===== config.mk =====
export PLATFORM = sky130hd
export DESIGN_NAME = i2c_reg_ctrl
export DESIGN_NICKNAME = d
export VERILOG_FILES = /design/src/rtl/i2c_reg_ctrl.sv
export SDC_FILE = /design/constraint.sdc
export NUM_CORES = 1
export LEC_CHECK = 0
export CAP_MARGIN = 5
export CORE_MARGIN = 2
export CORE_UTILIZATION = 43
export DETAILED_ROUTE_END_ITERATION = 6
export GPL_ROUTABILITY_DRIVEN = 0
export PLACE_DENSITY = 0.73
export SLEW_MARGIN = 30
export SYNTH_ARGS = -nofsm -noshare
export SYNTH_HDL_FRONTEND = slang
export SYNTH_SLANG_ARGS = --single-unit

===== constraint.sdc =====
create_clock -name clk_i -period 3.1 [get_ports clk_i]
set_input_delay 0.62 -clock clk_i [delete_from_list [all_inputs] [get_ports clk_i]]
set_output_delay 0.62 -clock clk_i [all_outputs]
set_load 0.02 [all_outputs]

===== src/rtl/i2c_reg_ctrl.sv =====
// Register-access sequencer: turns one host request (device, register, read/write)
// into the full START/WR/RESTART/RD/STOP command sequence for the byte-level i2c_master.
module i2c_reg_ctrl #(
    parameter bit NACK_ABORT = 1'b1
) (
    input  logic       clk_i,
    input  logic       rst_ni,
    input  logic       req_i,
    input  logic       rw_i,
    input  logic [6:0] dev_addr_i,
    input  logic [7:0] reg_addr_i,
    input  logic [7:0] wdata_i,
    output logic       busy_o,
    output logic       done_o,
    output logic       nack_o,
    output logic [7:0] rdata_o,
    output logic [2:0] m_cmd_o,
    output logic [7:0] m_din_o,
    output logic       m_wr_o,
    input  logic       m_ready_i,
    input  logic       m_done_tick_i,
    input  logic       m_ack_i,
    input  logic [7:0] m_dout_i
);

    localparam logic [2:0] CMD_START   = 3'b000;
    localparam logic [2:0] CMD_WR      = 3'b001;
    localparam logic [2:0] CMD_RD      = 3'b010;
    localparam logic [2:0] CMD_STOP    = 3'b011;
    localparam logic [2:0] CMD_RESTART = 3'b100;

    localparam logic [2:0] WRITE_STOP_STEP = 3'd4;
    localparam logic [2:0] READ_STOP_STEP  = 3'd6;

    typedef enum logic [2:0] {
        IDLE,
        ISSUE,
        WAIT_LO,
        WAIT_HI,
        ADV
    } state_t;

    state_t     state;
    state_t     state_next;
    logic [2:0] step;
    logic       rw_q;
    logic [6:0] dev_q;
    logic [7:0] reg_q;
    logic [7:0] wdata_q;
    logic       ack_q;
    logic [2:0] step_cmd;
    logic [7:0] step_din;
    logic [2:0] stop_step;
    logic       last_step;

    // Command table, indexed by step; derived only from latched request fields so
    // the command presented to the master cannot change while a step is in flight.
    always_comb begin
        step_cmd = CMD_STOP;
        step_din = 8'h00;
        if (rw_q) begin
            case (step)
                3'd0: step_cmd = CMD_START;
                3'd1: begin step_cmd = CMD_WR; step_din = {dev_q, 1'b0}; end
                3'd2: begin step_cmd = CMD_WR; step_din = reg_q; end
                3'd3: step_cmd = CMD_RESTART;
                3'd4: begin step_cmd = CMD_WR; step_din = {dev_q, 1'b1}; end
                3'd5: begin step_cmd = CMD_RD; step_din = 8'h01; end
                default: step_cmd = CMD_STOP;
            endcase
        end else begin
            case (step)
                3'd0: step_cmd = CMD_START;
                3'd1: begin step_cmd = CMD_WR; step_din = {dev_q, 1'b0}; end
                3'd2: begin step_cmd = CMD_WR; step_din = reg_q; end
                3'd3: begin step_cmd = CMD_WR; step_din = wdata_q; end
                default: step_cmd = CMD_STOP;
            endcase
        end
    end

    assign stop_step = rw_q ? READ_STOP_STEP : WRITE_STOP_STEP;
    assign last_step = (step == stop_step);

    always_ff @(posedge clk_i or negedge rst_ni) begin
        if (!rst_ni) begin
            state <= IDLE;
        end else begin
            state <= state_next;
        end
    end

    always_comb begin
        state_next = state;
        case (state)
            IDLE:    if (req_i) state_next = ISSUE;
            ISSUE:   if (m_ready_i) state_next = WAIT_LO;
            WAIT_LO: if (!m_ready_i) state_next = WAIT_HI;
            WAIT_HI: if (m_ready_i) state_next = ADV;
            ADV:     state_next = last_step ? IDLE : ISSUE;
            default: state_next = IDLE;
        endcase
    end

    // Handshake outputs are decoded from state so reset clears them without a clock.
    always_comb begin
        busy_o  = (state != IDLE) && !((state == ADV) && last_step);
        done_o  = (state == ADV) && last_step;
        m_wr_o  = (state == ISSUE) && m_ready_i;
        m_cmd_o = step_cmd;
        m_din_o = step_din;
    end

    always_ff @(posedge clk_i or negedge rst_ni) begin
        if (!rst_ni) begin
            step    <= 3'd0;
            rw_q    <= 1'b0;
            dev_q   <= 7'h00;
            reg_q   <= 8'h00;
            wdata_q <= 8'h00;
            ack_q   <= 1'b0;
            nack_o  <= 1'b0;
            rdata_o <= 8'h00;
        end else begin
            case (state)
                IDLE: begin
                    if (req_i) begin
                        rw_q    <= rw_i;
                        dev_q   <= dev_addr_i;
                        reg_q   <= reg_addr_i;
                        wdata_q <= wdata_i;
                        step    <= 3'd0;
                        ack_q   <= 1'b0;
                        nack_o  <= 1'b0;
                    end
                end
                WAIT_HI: begin
                    // The ACK bit of the RD step is our own NACK, so it is not captured.
                    if (m_done_tick_i) begin
                        if (step_cmd == CMD_WR) begin
                            ack_q <= m_ack_i;
                        end else if (step_cmd == CMD_RD) begin
                            rdata_o <= m_dout_i;
                        end
                    end
                end
                ADV: begin
                    ack_q <= 1'b0;
                    if (last_step) begin
                        step <= 3'd0;
                    end else if ((step_cmd == CMD_WR) && ack_q) begin
                        nack_o <= 1'b1;
                        step   <= NACK_ABORT ? stop_step : step + 3'd1;
                    end else begin
                        step <= step + 3'd1;
                    end
                end
                default: begin
                end
            endcase
        end
    end

endmodule


After elaboration in Yosys (flattened, before gate mapping)
Index checks and enable logic that the tools add are counted.

word-level totals
  output and inout port bits = 23
  word-level logic and storage cells = 73
  register bits = 40
  bits of input ports = 38

operators by class
  bitwise logic cells = 1
  $add $sub $neg = 1
  reduce and logical (&&, ||, !) cells = 18
  multiplexer cells = 24
  equality and inequality tests = 20

operators with widths
  operator                                             number
  case mux 8 bit (4 select lines)                      1
  two-way mux 3 bit                                    8
  case mux 8 bit (3 select lines)                      1
  AND reduction 4 bit                                  4
  equality test 3 x 2 -> 1 bit, second input constant  5
  case mux 3 bit (5 select lines)                      1
  != test 2 bit, second input constant                 7
  case mux 3 bit (4 select lines)                      1
  equality test 3 x 1 -> 1 bit, second input constant  3
  equality test 3 bit, second input constant           3
  two-way mux 8 bit                                    1
  zero test 3 bit                                      2
  two-way mux 1 bit                                    6
  case mux 3 bit (2 select lines)                      1
  nonzero test 3 bit                                   2
  OR reduction 3 bit                                   2
  logical AND 1 bit                                    4
  case mux 2 bit (2 select lines)                      1
  AND reduction 2 bit                                  2
  adder 3 x 1 -> 3 bit, second input constant          1
  equality test 3 bit                                  1
  case mux 1 bit (3 select lines)                      1
  two-way mux 2 bit                                    1
  != test 2 x 1 -> 1 bit, second input constant        1
  other kinds (4)                                      4

Logic depth before layout (Yosys ltp)
Gate-level depths: netlist of the first run.

  word-level depth = 9
  depth in mapped cells = 8
  gate-level depth less buffers = 7

Worst setup path after synthesis of the first run
No wires, ideal clock.

  path kind = reg-to-output
  start point = reg step[0]
  end point = out m_din_o[6]
  arrival = 1.899 ns
  cell stages (with the launch flop) = 7
  slack = 0.581 ns
  data required time = 2.480 ns
  cells stage by stage = dfrtp_1 inv_1 ha_1 and2_1 clkbuf_1 o31ai_1 o22ai_1

between the ends
  longest elaborated chain between the ends = 3
  elaborated cells on any way between the ends = 8
  those cells by class = eq/ne (5); mux (3)

ends and longest elaborated chain
  item                                                                                line    RTL
  from (decl)                                                                         45      logic [2:0] step;
  from (signal assigned)                                                              153     step <= NACK_ABORT ? stop_step : step + 3'd1;
  from (signal assigned)                                                              155     step <= step + 3'd1;
  equality test 3 bit (tied with other cells)                                         62      case (step)
  case mux 8 bit (4 select lines) or case mux 8 bit (3 select lines) (tied branches)  62, 72
  two-way mux 8 bit *                                                                 61      if (rw_q) begin
  to (decl)                                                                           18      output logic [7:0] m_din_o,

Every way passes the cells marked *; elsewhere a longest branch is shown, timed or not.

Final worst setup path of the first run
  start point = reg step[0]
  end point = out m_cmd_o[0]

between the ends
  longest elaborated chain between the ends = 4
  elaborated cells on any way between the ends = 11
  those cells by class = eq/ne (5); mux (3); reduce/logical (3)

ends and longest elaborated chain
  item                                                                                line    RTL
  equality test 3 x 2 -> 1 bit (tied with other cells)                                62, 72
  OR reduction 3 bit (no line)                                                        n/a
  case mux 3 bit (4 select lines) or case mux 2 bit (2 select lines) (tied branches)  62, 72
  two-way mux 3 bit *                                                                 61
  to (decl)                                                                           17      output logic [2:0] m_cmd_o,

Marks and branches as above.

==> reports/qor.yml, run 1 <==
setup_path:
  path_class: "reg -> out"
  cp.depth: 8
  crit_arrival_ns: 2.29
  rrSetupSlack_ns: 0.69
  slowest_stage: "dfrtp_2"
  cp.buffers_inverters: 4
  reg2regPathDepth: 9
  cp_cell_sequence: "inv_1 > ha_1 > buf_4 > nor3_1 > nor2_1 > nor4b_4 > inv_1 > dlygate4sd2_1"
  cp-startpoint: "step[0]$_DFFE_PN0P_"
  cpMostUsedCell: "inv_1"
  worstReg2RegStart: "step[0]$_DFFE_PN0P_"
  critPathLaunchType: "flop"
  endpoint: "m_cmd_o[0]"
  cp-end-kind: "primary output"
  cp.required_ns: 2.48
  cp_top_family: "buffers and inverters"
  cp_max_fo: 8
  max_stage_delay_ns: 0.43
  rr_endpoint: "rdata_o[1]$_DFFE_PN0P_"
clocking:
  cts_max_path_buffers: 2
  postCtsSetupBuffers: 0
  clk_pin_slew_ns: 0.07
  tritoncts: "done"
  insertion_delay_ns: 0.29
  numCtsBuffers: 5
  hold_buffers: 0
  cts_root_buf: "clkbuf_8"
  h-tree-depth: 2
  cts_sinks: 40
finish:
  num_antenna_cells: 0
  area.growth.synth_to_final_pct: 38.50
  final_net_count: 311
  regArea_um2: 1003
  fill_cells: 438
  final_common_cell: "clkdlybuf4s50_1"
  stdcell_area_um2: 3052
  multi_input_area_um2: 1159
  layout_common_cells: "clkdlybuf4s50_1 (49), dfrtp_1 (38), mux2_2 (24)"
  drive_above_1_share: 0.2397
sta:
  maxSlewViolCount: 0
  worst_slew_pin_slew_ns: 0.4918
  relSlewSlack: 0.6687
  fin_crit_sh: 0.9386
  fin_crit_ns: 2.910
  whs_ns: 0.2943
  rsz0062_at_grt: "false"
  skew_ns: 0.002702
  fmax_mhz: 343.7
  fin_ws_ns: 0.1903
  finalHoldViolations: 0
  setup_tns_ns: 0
  setup_viol: 0
power_and_ir_drop:
  switching_share: 0.3936
  internal_power_mw: 1.670
  power_leakage_nw: 1.417
  clock_power_share: 0.127
  power_density_nw_per_um2: 902.3
  total_power_mw: 2.753
  vdd_ir_drop_max_mv: 0.6247
  combPwrFrac: 0.523
  seq_power_share: 0.350
  p_switching_mw: 1.084
route:
  wl_um: 4836
  dr.max_layer_used: "met4"
  drt_iter0_markers: 108
  wire_per_inst_um: 14.35
  vias_per_cell: 5.249
  drt_first_pass_iters: 4
  wl_met3_um: 186
  drc_errors: 0
  final_antenna_net_count: 0
  via_count: 1769
  wl_met2_um: 2269
  met1Wirelength_um: 2288
placed_design:
  dpl.hpwl_um: 3518
  pre_cts_ws_ns: -0.09495
  portBuffers: 60
  place_area_um2: 2908
synth:
  ys_seq_area_frac: 0.4543
  synth_cells: 201
  synth_top_area_frac: 0.4543
  synth.distinct_cells: 38
  synth_nets: 246
  yosysWarnings: 0
  syn_area_um2: 2203
  synth.avg_cell_area_um2: 10.96
  synth_top_area_cell: "dfrtp_1"
  synth_seq_cells: 40
  synth_area_leaders: "dfrtp_1 (45%), mux2_2 (12%), mux2_4 (5.5%), ha_1 (4.0%), nor2_1 (3.2%)"
floorplanning:
  rows: 26
  coreArea_um2: 5010
  dieArea_um2: 5712
  io_pins: 61
  initial_core_util: 0.4398
  die_h_um: 75.58
  dieWidth_um: 75.58
worst_hold_path:
  hold_path.class: "in -> async"
grt:
  grt_max_degree: 41
  antenna_found_initial: 0
  grt-ovfl-total: 0
  grt_pass1_vias: 1703
  grt_usage: 0.1863
  grt_pass1_wl_um: 8052
job:
  maxCapViolCount: 0
status:
  outcome: "finished clean"
-- final cells by class --
type                    instances  share of cell area
repair buffers                 69              0.2251
multi-input cells             144              0.3797
inverters                       6            0.007380
clock buffers                   6             0.02706
well taps                      70             0.02870
flip-flops and latches         40              0.3288
clock inverters                 2            0.003280
-- power by group through the flow --
| stage | Clock (mW) | Sequential, mW | Combinational [mW] |
|---|---|---|---|
| floorplan | 0 | 0.918 | 0.959 |
| CTS | 0.368 | 0.963 | 1.45 |
| detailed placement | 0 | 0.965 | 1.44 |
| global placement | 0 | 0.960 | 1.42 |
| global route | 0.389 | 1.00 | 1.57 |
| finish | 0.351 | 0.964 | 1.44 |
-- how the worst min path moves through the flow --
stage / endpoint / cells after the start / slack, ns / from
after floorplan: ack_q$_DFFE_PN0P_ / 0 / 0.32 / rst_ni
after global placement: wdata_q[4]$_DFFE_PN0P_ / 1 / 0.49 / wdata_q[4]$_DFFE_PN0P_
after detailed placement: rdata_o[4]$_DFFE_PN0P_ / 1 / 0.50 / rdata_o[4]$_DFFE_PN0P_
after CTS: wdata_q[2]$_DFFE_PN0P_ / 1 / 0.48 / rst_ni
after global routing: wdata_q[5]$_DFFE_PN0P_ / 1 / 0.33 / rst_ni
final: wdata_q[5]$_DFFE_PN0P_ / 1 / 0.29 / rst_ni
-- synthesized netlist by cell type (all sizes together) --
cell type / number
a22oi: 8
clkbuf: 5
or3: 1
o311ai: 1
nor2: 19
nor2b: 3
a221o: 1
o21bai: 1
nand3: 6
nor4b: 3
dfrtp: 40
nor3b: 1
inv: 6
nor3: 2
o211ai: 2
a32oi: 1
and3b: 1
xnor2: 1
o31ai: 3
o21ai: 8
nand2: 14
o22ai: 7
xor2: 1
a21o: 1
ha: 7
and2: 3
a21oi: 14
buf: 6
mux2: 32
or4: 1
a22o: 1
a2111o: 1
-- cell families after synthesis --
logic type | synth area share
buffers and inverters | 0.03521
AO/OA/AOI/OAI | 0.1482
flip-flops | 0.4543
AND/OR/NAND/NOR | 0.1374
adder cells (fa/ha/maj) | 0.03975
multiplexers | 0.1772
XOR/XNOR | 0.007951
-- through the flow --
stage	std cells	utilization
6_report	337	0.6091
5_1_grt	337	0.6091
4_1_cts	337	0.6036
3_5_place_dp	329	0.5804
3_3_place_gp	329	0.5804
2_1_floorplan	201	-
-- metal layers --
layer,vias up,track usage
met5,-,0
met4,0,0.07018
met3,8,0.03836
met2,44,0.2734
met1,852,0.2723
li1,865,-
-- what timing repair did --
action | CTS | global route
setup endpoints to repair | 9 | 9
resized for setup | 8 | 10
hold endpoints to repair | 0 | 0
-- sequential cells by signal, indices dropped and copies added, names as in the netlist --
signal and cells:
ack_q 1, dev_q 7, nack_o 1, rdata_o 8
reg_q 8, rw_q 1, state 3, step 3
wdata_q 8
Power figures use the tool's default switching activity.
==> inputs of run 2 (changes only) <==
CORE_MARGIN = 5   (was 2)
==> run 2 against run 1 <==
  * Non-clock buffer count grew 1
  * Register-to-register slack about the same
  * Utilization up 0.13 points
  * Worst setup slack better by 0.025 ns
  * Combinational power about the same
  * Power grew 3.6%
  * Via count rose by 2.0%
  * Die area increased by 17%
  * Maximum frequency grew 0.86%
  * Sequential share of layout area decreased by 0.28 points
  * Critical endpoint unchanged
  * Largest power group unchanged
  * Highest routed layer unchanged
==> reports/qor.yml, run 2 (synthesis gave the netlist of run 1 again) <==
route:
  via_count: 1805  # +2.0%
  drt_iter0_markers: 137  # +27%
  wl_um: 5424  # +12%
  final_antenna_net_count: 0  # unchanged
  vias_per_cell: 5.340  # +1.7%
  wire_per_inst_um: 16.05  # +12%
  drc_errors: 0  # unchanged
  drt_first_pass_iters: 4  # unchanged
finish:
  final_common_cell: "clkdlybuf4s50_1"
  drive_above_1_share: 0.2425  # +0.002837
  fin_util: 0.6104  # +0.001281
  layout_common_cells: "clkdlybuf4s50_1 (49), dfrtp_1 (38), mux2_2 (24)"
  reg.largest.list: "rdata_o x8, reg_q x8, wdata_q x8"
  stdcell_count: 338  # +0.30%
  num_antenna_cells: 0  # unchanged
  area.growth.synth_to_final_pct: 39.69
  final_net_count: 312  # +0.32%
  fill_cells: 402  # -8.2%
  stdcell_area_um2: 3078  # +0.86%
placed_design:
  dpl.hpwl_um: 3827  # +8.8%
  place_area_um2: 2900  # -0.26%
  portBuffers: 60  # unchanged
  dp.cells: 328  # -0.30%
setup_path:
  crit_arrival_ns: 2.26  # -0.03 ns
  cp_max_fo: 9  # +1
  worstReg2RegStart: "step[0]$_DFFE_PN0P_"
  critPathLaunchType: "flop"
  cp.required_ns: 2.48  # about the same
  rrSetupSlack_ns: 0.70  # about the same
  cp-end-kind: "primary output"
  path_class: "reg -> out"
  rr_endpoint: "rdata_o[7]$_DFFE_PN0P_"
  reg2regPathDepth: 9  # unchanged
clocking:
  numCtsBuffers: 5  # unchanged
  clk_pin_slew_ns: 0.08  # about the same
  hold_buffers: 0  # unchanged
  cts_max_path_buffers: 2  # unchanged
  h-tree-depth: 2  # unchanged
  tritoncts: "done"
  cts_sinks: 40  # unchanged
  insertion_delay_ns: 0.29  # about the same
  cts_root_buf: "clkbuf_8"
grt:
  grt_usage: 0.1759  # -0.01040
  grt_max_degree: 41  # unchanged
  antenna_found_initial: 0  # unchanged
  grt_pass1_vias: 1799  # +5.6%
  grt-ovfl-total: 0  # unchanged
  grt_pass1_wl_um: 8873  # +10%
floorplanning:
  coreArea_um2: 5042  # +0.65%
  dieWidth_um: 81.58  # +7.9%
  initial_core_util: 0.4370  # -0.002837
  rows: 26  # unchanged
  io_pins: 61  # unchanged
  die_h_um: 81.58  # +7.9%
  dieArea_um2: 6655  # +17%
sta:
  fin_crit_ns: 2.885  # -0.02493 ns
  finalHoldViolations: 0  # unchanged
  relSlewSlack: 0.6585  # -0.01015
  maxSlewViolCount: 0  # unchanged
  skew_ns: 0.008964  # +0.006261 ns
  setup_viol: 0  # unchanged
  worst_slew_pin_slew_ns: 0.5123  # +0.02042 ns
  setup_tns_ns: 0  # unchanged
  fin_crit_sh: 0.9306  # -0.008040
  rsz0062_at_grt: "false"
  fmax_mhz: 346.6  # +0.86%
power_and_ir_drop:
  total_power_mw: 2.852  # +3.6%
  power_density_nw_per_um2: 926.7  # +2.7%
  vdd_ir_drop_max_mv: 0.5509  # -12%
  power_leakage_nw: 1.425  # +0.51%
job:
  maxCapViolCount: 0  # unchanged
status:
  outcome: "finished clean"
worst_hold_path:
  hold_path.class: "in -> async"
-- run 2: cell types whose count changed in the layout (fill, tap and decap cells not counted) --
cell        previous run  this run
clkbuf_8               6         5
buf_4                 10        11
clkinvlp_4             0         1
clkinv_2               2         1
bufinv_16              0         1
-- run 2: timing repair --
action                     4_1_cts  5_1_grt
pin swaps                        0        1
resized for setup                7       11
setup endpoints to repair        9       10
setup buffers                    0        2
-- run 2: per-stage QoR --
stage               hold slack [ns]  setup WS [ns]
floorplan                    0.3244         0.5810
global placement             0.4906      -0.003785
detailed placement           0.4925       -0.05786
CTS                          0.4702        0.01787
global route                 0.3334        0.04341
finish                       0.2954         0.2152
-- run 2: how the worst max path moves through the flow --
stage / start / to / slack [ns] / cells past startpoint
floorplan: step[0]$_DFFE_PN0P_ / m_din_o[6] / 0.58 / 6
global placement: step[0]$_DFFE_PN0P_ / m_din_o[6] / -0.004 / 6
detailed placement: step[0]$_DFFE_PN0P_ / m_din_o[6] / -0.06 / 6
CTS: step[1]$_DFFE_PN0P_ / m_din_o[3] / 0.02 / 8
global route: step[0]$_DFFE_PN0P_ / m_cmd_o[0] / 0.04 / 8
finish: step[0]$_DFFE_PN0P_ / m_cmd_o[0] / 0.22 / 8
-- run 2: worst max-delay path, stage by stage (launching register included) --
cell	delay, ns
dfrtp_2	0.42
inv_1	0.10
ha_1	0.25
buf_4	0.19
nor3_1	0.17
nor2_1	0.09
nor4b_4	0.35
inv_1	0.08
dlygate4sd2_1	0.33
-- run 2: layout make-up --
class,instances,area [µm²],area share
inverters,6,22.52,0.007317
repair buffers,70,694.4,0.2256
clock buffers,5,68.82,0.02236
flip-flops and latches,40,1003,0.3260
well taps,70,87.58,0.02846
clock inverters,3,42.54,0.01382
multi-input cells,144,1159,0.3764
-- run 2: power breakdown --
group,internal [mW],switching (mW),leakage (nW)
sequential,0.753,0.213,0.493
clock,0.238,0.187,0.0541
combinational,0.743,0.717,0.878
-- run 2: layer usage --
metal  share of wire  global-route usage  up-vias
met3           0.039             0.03947        6
met5               0                   0        -
met1            0.44              0.2305      900
met4           0.013             0.05150        0
li1                -                   -      862
met2            0.51              0.2915       37
==> inputs of run 3 (changes only) <==
CORE_MARGIN = 1   (was 5)
GPL_TIMING_DRIVEN = 0   (was not set)
==> run 3 against run 2 <==
  * Flip-flop and latch count did not move
  * Critical path depth stayed put
  * Clock-buffer cell count unchanged
  * Power fell by 1.2%
  * Clock power about the same
  * Utilization up 2.6 points
  * Global-route usage up 2.9 points
  * Worst setup slack worse by 0.055 ns
  * Wire length fell by 8.1%
  * Largest cell class unchanged
  * Highest routed layer unchanged
==> reports/qor.yml, run 3 (synthesis gave the netlist of run 1 again) <==
grt:
  grt_pass1_wl_um: 8252  # -7.0%
  grt_usage: 0.2050  # +0.02908
  grt_max_degree: 25  # -39%
  grt-ovfl-total: 0  # unchanged
  grt_pass1_vias: 1755  # -2.4%
  antenna_found_initial: 0  # unchanged
sta:
  fmax_mhz: 340.1  # -1.9%
  skew_ns: 0.002512  # -0.006452 ns
  setup_viol: 0  # unchanged
  fin_crit_ns: 2.940  # +0.05511 ns
  worst_slew_pin_slew_ns: 0.7414  # +0.2291 ns
  fin_crit_sh: 0.9484  # +0.01778
  setup_tns_ns: 0  # unchanged
  maxSlewViolCount: 0  # unchanged
  relSlewSlack: 0.5045  # -0.1540
  finalHoldViolations: 0  # unchanged
route:
  via_count: 1792  # -0.72%
  drt_first_pass_iters: 4  # unchanged
  wl_um: 4984  # -8.1%
  drc_errors: 0  # unchanged
  vias_per_cell: 5.286  # -1.0%
  drt_iter0_markers: 90  # -34%
  final_antenna_net_count: 0  # unchanged
  wire_per_inst_um: 14.70  # -8.4%
setup_path:
  rr_endpoint: "step[1]$_DFFE_PN0P_"
  path_class: "reg -> out"
  worstReg2RegStart: "step[1]$_DFFE_PN0P_"
  cp.required_ns: 2.48  # about the same
  cp_max_fo: 10  # +1
  rrSetupSlack_ns: 0.64  # -0.06 ns
  reg2regPathDepth: 8  # -1
  crit_arrival_ns: 2.32  # +0.06 ns
  critPathLaunchType: "flop"
  cp-end-kind: "primary output"
status:
  outcome: "finished clean"
clocking:
  numCtsBuffers: 5  # unchanged
  cts_sinks: 40  # unchanged
  cts_root_buf: "clkbuf_8"
  cts_max_path_buffers: 2  # unchanged
  clk_pin_slew_ns: 0.08  # about the same
  hold_buffers: 0  # unchanged
  tritoncts: "done"
  insertion_delay_ns: 0.30  # about the same
  h-tree-depth: 2  # unchanged
placed_design:
  dp.cells: 329  # +0.30%
  place_area_um2: 2910  # +0.35%
  portBuffers: 60  # unchanged
  dpl.hpwl_um: 3641  # -4.9%
power_and_ir_drop:
  total_power_mw: 2.819  # -1.2%
  power_density_nw_per_um2: 919.4  # -0.79%
  power_leakage_nw: 1.328  # -6.8%
  vdd_ir_drop_max_mv: 0.4562  # -17%
finish:
  area.growth.synth_to_final_pct: 39.18
  final_net_count: 316  # +1.3%
  fill_cells: 415  # +3.2%
  final_common_cell: "clkdlybuf4s50_1"
  reg.largest.list: "rdata_o x8, reg_q x8, wdata_q x8"
  drive_above_1_share: 0.2316  # -0.01092
  stdcell_count: 339  # +0.30%
  num_antenna_cells: 0  # unchanged
  fin_util: 0.6366  # +0.02620
  stdcell_area_um2: 3067  # -0.37%
  layout_common_cells: "clkdlybuf4s50_1 (49), dfrtp_1 (39), mux2_2 (24)"
floorplanning:
  dieWidth_um: 73.58  # -9.8%
  io_pins: 61  # unchanged
  dieArea_um2: 5414  # -19%
  initial_core_util: 0.4574  # +0.02043
  coreArea_um2: 4817  # -4.5%
  die_h_um: 73.58  # -9.8%
  rows: 25  # -3.8%
worst_hold_path:
  hold_path.class: "in -> async"
job:
  maxCapViolCount: 0  # unchanged
==> run 3: worst max-delay path by stage <==
stage          cells after the start                start         end
6_report                           8  step[0]$_DFFE_PN0P_  m_din_o[1]
5_1_grt                            8  step[0]$_DFFE_PN0P_  m_din_o[1]
4_1_cts                            7  step[0]$_DFFE_PN0P_  m_cmd_o[0]
3_5_place_dp                       7  step[0]$_DFFE_PN0P_  m_din_o[1]
3_3_place_gp                       7  step[0]$_DFFE_PN0P_  m_din_o[6]
2_1_floorplan                      6  step[0]$_DFFE_PN0P_  m_din_o[6]
==> run 3: cell type report <==
class                   instances  area [µm²]  area share
flip-flops and latches         40        1002      0.3268
plain buffers                  10       52.55     0.01714
clock inverters                 3       42.54     0.01387
repair buffers                 64       636.9      0.2077
well taps                      67       83.83     0.02734
inverters                       6       22.52    0.007344
clock buffers                   5       68.82     0.02244
multi-input cells             144        1157      0.3774
==> run 3: through the flow <==
step | worst slack [ns] | hold slack [ns]
6_report | 0.1601 | 0.2542
5_1_grt | -0.008739 | 0.2778
4_1_cts | 0.04266 | 0.2622
3_5_place_dp | -0.3025 | 0.4921
3_3_place_gp | -0.3572 | 0.4885
2_1_floorplan | 0.5810 | 0.3244
==> run 3: metal layers <==
layer | vias up | track usage | wire length [µm]
met5 | - | 0 | 0
met4 | 0 | 0.07479 | 100
met3 | 9 | 0.05761 | 334
met2 | 66 | 0.3354 | 2348
met1 | 848 | 0.2583 | 2200
li1 | 869 | - | -
==> run 3: where the power goes <==
group,total (mW),switching (mW),internal (mW)
registers,0.905,0.152,0.753
clock network,0.424,0.186,0.238
logic,1.49,0.750,0.740
total,2.82,1.09,1.73
==> run 3: critical path: stages, from the launching register on <==
cell and delay (ns):
dfrtp_2 0.45, inv_1 0.13, ha_1 0.20, buf_2 0.25, nor2b_4 0.23, o31ai_4 0.08, buf_4 0.17, o22ai_1 0.14
dlygate4sd2_1 0.36
==> run 3: repair_timing <==
action / in CTS / in global routing
endpoints found under the setup margin: 10 / 8
pin swaps: 2 / 0
buffers inserted: 3 / 0
resized for setup: 15 / 3
